**src/rtl/axis_trace_packet_serializer.sv**
```systemverilog
// Wide-to-narrow AXI-Stream serializer for trace packets: one IN_WIDTH packet
// in, RATIO OUT_WIDTH beats out (LS slice first), tlast on the final beat only.
module axis_trace_packet_serializer #(
  parameter int IN_WIDTH  = 1024,
  parameter int OUT_WIDTH = 64,
  parameter int CNT_WIDTH = 32
) (
  input  logic                 clk,
  input  logic                 rst_n,
  input  logic                 s_axis_tvalid,
  output logic                 s_axis_tready,
  input  logic [IN_WIDTH-1:0]  s_axis_tdata,
  input  logic                 s_axis_tlast,
  output logic                 m_axis_tvalid,
  input  logic                 m_axis_tready,
  output logic [OUT_WIDTH-1:0] m_axis_tdata,
  output logic                 m_axis_tlast,
  input  logic                 stats_clear,
  output logic [CNT_WIDTH-1:0] beat_count,
  output logic [CNT_WIDTH-1:0] stall_count
);

  localparam int RATIO = IN_WIDTH / OUT_WIDTH;
  localparam int IDX_W = (RATIO > 1) ? $clog2(RATIO) : 1;
  localparam logic [IDX_W-1:0] LAST_IDX = IDX_W'(RATIO - 1);

  if ((IN_WIDTH % OUT_WIDTH) != 0) begin : g_bad_ratio
    $error("IN_WIDTH must be an integer multiple of OUT_WIDTH");
  end

  typedef enum logic {IDLE, SEND} state_e;

  state_e               state_q, state_d;
  logic [IN_WIDTH-1:0]  hold_q, hold_d;
  logic                 last_q, last_d;
  logic [IDX_W-1:0]     idx_q, idx_d;
  logic [CNT_WIDTH-1:0] beat_count_q, beat_count_d;
  logic [CNT_WIDTH-1:0] stall_count_q, stall_count_d;
  logic                 final_beat, m_hs, s_hs;

  always_comb begin
    state_d       = state_q;
    hold_d        = hold_q;
    last_d        = last_q;
    idx_d         = idx_q;
    final_beat    = (state_q == SEND) && (idx_q == LAST_IDX);
    m_axis_tvalid = (state_q == SEND);
    // Ready re-opens during the final-beat handshake so the next packet lands with no bubble.
    s_axis_tready = (state_q == IDLE) || (final_beat && m_axis_tready);
    m_axis_tlast  = final_beat && last_q;
    m_hs          = m_axis_tvalid && m_axis_tready;
    s_hs          = s_axis_tvalid && s_axis_tready;

    if (m_hs && !final_beat) idx_d = idx_q + 1'b1;

    if (s_hs) begin
      hold_d  = s_axis_tdata;
      last_d  = s_axis_tlast;
      idx_d   = '0;
      state_d = SEND;
    end else if (m_hs && final_beat) begin
      state_d = IDLE;
    end

    beat_count_d  = stats_clear ? '0 : beat_count_q + CNT_WIDTH'(m_hs);
    stall_count_d = stats_clear ? '0 :
                    stall_count_q + CNT_WIDTH'(m_axis_tvalid && !m_axis_tready);
  end

  always_comb begin
    m_axis_tdata = '0;
    for (int unsigned i = 0; i < RATIO; i++) begin
      if (idx_q == IDX_W'(i)) m_axis_tdata = hold_q[i*OUT_WIDTH +: OUT_WIDTH];
    end
  end

  always_ff @(posedge clk or negedge rst_n) begin
    if (!rst_n) begin
      state_q       <= IDLE;
      hold_q        <= '0;
      last_q        <= 1'b0;
      idx_q         <= '0;
      beat_count_q  <= '0;
      stall_count_q <= '0;
    end else begin
      state_q       <= state_d;
      hold_q        <= hold_d;
      last_q        <= last_d;
      idx_q         <= idx_d;
      beat_count_q  <= beat_count_d;
      stall_count_q <= stall_count_d;
    end
  end

  assign beat_count  = beat_count_q;
  assign stall_count = stall_count_q;

endmodule

```
**config.mk**
```make
export PLATFORM = sky130hd
export DESIGN_NAME = axis_trace_packet_serializer
export DESIGN_NICKNAME = d
export VERILOG_FILES = /design/src/rtl/axis_trace_packet_serializer.sv
export SDC_FILE = /design/constraint.sdc
export NUM_CORES = 2
export LEC_CHECK = 0
export BUFFER_PORTS_ARGS = -buffer_cell sky130_fd_sc_hd__buf_2
export CAP_MARGIN = 20
export CORE_AREA = 2 2 458 460
export DETAILED_ROUTE_END_ITERATION = 10
export DIE_AREA = 0 0 460 462
export PLACE_DENSITY_LB_ADDON = 0.15
export SLEW_MARGIN = 10
export SYNTH_ARGS = -nofsm -noshare
export SYNTH_HDL_FRONTEND = slang
export SYNTH_SLANG_ARGS = --single-unit
```
**constraint.sdc**
```tcl
create_clock -name clk -period 4.8 [get_ports clk]
set_input_delay 0.48 -clock clk [delete_from_list [all_inputs] [get_ports clk]]
set_output_delay 0.48 -clock clk [all_outputs]
set_load 0.02 [all_outputs]
```
==> run metrics <==
Post-Syn Nets=4882; Fmax=212 MHz; Max Slew Vio Count=0; Cell Area, Placed=~59000 sq um; CTS tree=built; via count=43200; Sw Pwr=20.1 mW; first-pass GRT wire length=356000 um; DR DRC count=0; CORE AREA=about 210000 sq um; number of CTS-inserted buffers=roughly 140; crit path kind=reg -> out; wire length per cell=29.7 um; die area=213000 sq um; post-layout min period=4.73 ns; average size of a mapped cell=roughly 13 sq um; r2r setup slk=0.88 ns; fin nets=7019; Clock Skew=0.0405 ns; Pleak=33.1 nW; CP endpoint kind=primary output; Worst Path Required=approximately 4.3 ns; Warnings, synthesis=0; routed wire length=264000 um; Setup TNS Final=0 ns; HP Class=in -> reg; # rows=168; largest net degree at the start of global routing=149; CTS H-Tree Depth=4; most common cell after layout, fill and taps aside=buf_2; Reg clk slew, reported paths=0.06 ns; Post-Synthesis Cells=a little under 4000; number of flops mapped to enable cells by yosys=0; flops & latches, synth=about 1100; width of the die=460 um; CP endpoint=m_axis_tdata[47]; ratio of final minimum period to clock period=98.5%; Pwr Density=642 nW/um^2; Iteration-0 DRC Markers=between 3000 and 4000; Post-Syn Area=between 50000 and 60000 sq um; run status=complete, no violations; Async S/R FF share, synth=100%; Die Y=around 460 um; gpl congestion=0.865; clock tree buffer depth=3; sequential element share of the synthesized area=54.4%; Reg2Reg Launch Point=idx_q[0]$_DFFE_PN0P_; Slew headroom=19.7%; Reg2Reg Depth=8; RSZ-0062 raised after global routing=no; final core occ=35.7%; Starting Density=24.2%; clk_lat worst skew=between 0.7 and 0.8 ns; Detailed Place HPWL=192000 um; switching portion of total power=42.1%; number of global-route vias before repair=44300; Worst Tran Pin Value=roughly 1.2 ns; GRT Total Usage=24.0%; crit path DAT=around 4.3 ns; Primary FF master, synth=dfrtp_1; Buffers on Ports=1160; peak supply drop=approximately 0.00040 V; remaining antenna violation count=0; initial antenna violation count=130; most frequent cells in the layout=1158 x buf_2, 1092 x dfrtp_1, 1022 x dlygate4sd3_1; share of layout cells above drive strength 1=26.6%; combinational power share=43.0%; grt ovf=0; Startpoint Class=flip-flop; clock sinks=between 1000 and 1500; RR Endpoint=hold_q[439]$_DFFE_PN0P_; synthesis-to-finish area growth=47.9%; final setup vio count=0; Synth cell types=65; fin cells=8873; First-pass DRT Iterations=6; routed vias/inst=4.87; boundary pin count=1161; Worst Path Max Fanout=28; Setup crit start=idx_q[0]$_DFFE_PN0P_; Final Instance Area=approximately 74000 sq um; Final Hold Viols=0; clock share of power=23.2%; Reg power frac=approximately 34%; CTS Root Cell=clkbuf_16; number of max-cap violations=0; Internal=27.6 mW; placed insts=7520; Pwr Total=47.8 mW
## power by group through the flow
stage | Sequential, mW | Clock [mW] | Combinational (mW)
floorplan | 15.0 | 0 | 10.6
global placement | 16.3 | 0 | 19.2
detailed placement | 16.3 | 0 | 19.4
CTS | 16.2 | 11.4 | 20.6
global route | 16.7 | 11.7 | 21.7
finish | 16.1 | 11.1 | 20.6
## flip-flops by register name, indices dropped and copies added, names as in the netlist
| name | count |
|---|---|
| last_q | 1 |
| hold_q | 1024 |
| m_axis_tvalid | 1 |
| beat_count | 32 |
| stall_count | 32 |
| idx_q | 4 |
## through the flow
step / setup slack [ns] / hold slack, ns
after floorplan: 2.02 / 0.184
after global placement: 0.0419 / 0.462
after detailed placement: 0.416 / 0.468
after CTS: 0.00790 / 0.00618
after global routing: 0.00461 / 0.0117
final: 0.0738 / 0.0481
## worst min-delay path by stage
stage / start / end / slack (ns) / cells past startpoint
after floorplan: rst_n / beat_count[0]$_DFF_PN0_ / 0.18 / 0
after global placement: hold_q[171]$_DFFE_PN0P_ / hold_q[171]$_DFFE_PN0P_ / 0.46 / 1
after detailed placement: hold_q[821]$_DFFE_PN0P_ / hold_q[821]$_DFFE_PN0P_ / 0.47 / 1
after CTS: s_axis_tdata[241] / hold_q[241]$_DFFE_PN0P_ / 0.006 / 2
after global routing: s_axis_tdata[239] / hold_q[239]$_DFFE_PN0P_ / 0.01 / 2
final: s_axis_tdata[241] / hold_q[241]$_DFFE_PN0P_ / 0.05 / 2
## Yosys cell counts (all sizes together), types with 45 or more instances
cell,n,area share [%]
dfrtp,1094,54
a221o,111,2.2
a22oi,55,0.82
nand2,61,0.46
nor2,134,1.0
o22ai,121,1.5
o21ai,135,1.3
buf,194,3.3
inv,45,0.34
a221oi,76,1.3
mux2,1025,23
clkbuf,131,0.98
a21oi,147,1.5
## timing repair
item / CTS / global route
pin swaps: 4 / 0
setup buffers: 11 / 0
hold buffers: 1022 / 0
endpoints found under the setup margin: 32 / 14
endpoints found under the hold margin: 1123 / 0
gates resized for setup: 10 / 14
gates cloned: 4 / 0
## worst max-delay path: stages, from the launching register on
cell,delay [ns]
dfrtp_1,0.51
inv_1,0.17
ha_4,0.24
inv_6,0.31
buf_4,0.44
nor2_1,0.09
nor3_1,0.91
a211o_1,0.32
a21o_1,0.16
buf_2,0.26
## kinds of logic (layout without fill, tap and decap cells)
| group | count (synthesis) | in the layout | synth area share (%) |
|---|---|---|---|
| adders and majority gates | 8 | 8 | 0.199 |
| and+or+nand+nor | 402 | 405 | 4.05 |
| muxes | 1025 | 1025 | 23.0 |
| other | 0 | 64 | 0 |
| DFF | 1094 | 1094 | 54.4 |
| xor gates and xnor gates | 50 | 50 | 0.871 |
| AOI/OAI and AO/OA | 894 | 894 | 12.9 |
| buffers and inverters | 371 | 2613 | 4.61 |
## per-layer routing
layer	up-vias	GRT usage [%]	part of all wire [%]	routed length (um)
met3	411	4.93	6.1	16200
met2	1621	38.0	46	121000
met5	-	0	0.13	332
met4	52	7.06	3.0	7910
li1	18900	-	-	-
met1	22200	32.9	45	119000
## area by class of cell
type / count / area (sq um)
Timing Repair Buffer: 2316 / 17600
Tap cell: 2720 / 3400
Sequential cell: 1094 / 27400
Clock buffer: 208 / 4110
Multi-Input combinational cell: 2382 / 20900
Fill cell: 20800 / 134000
Antenna cell: 64 / 160
Clock inverter: 43 / 611
Inverter: 46 / 181
No activity file was read; power rests on OpenSTA's default activity.
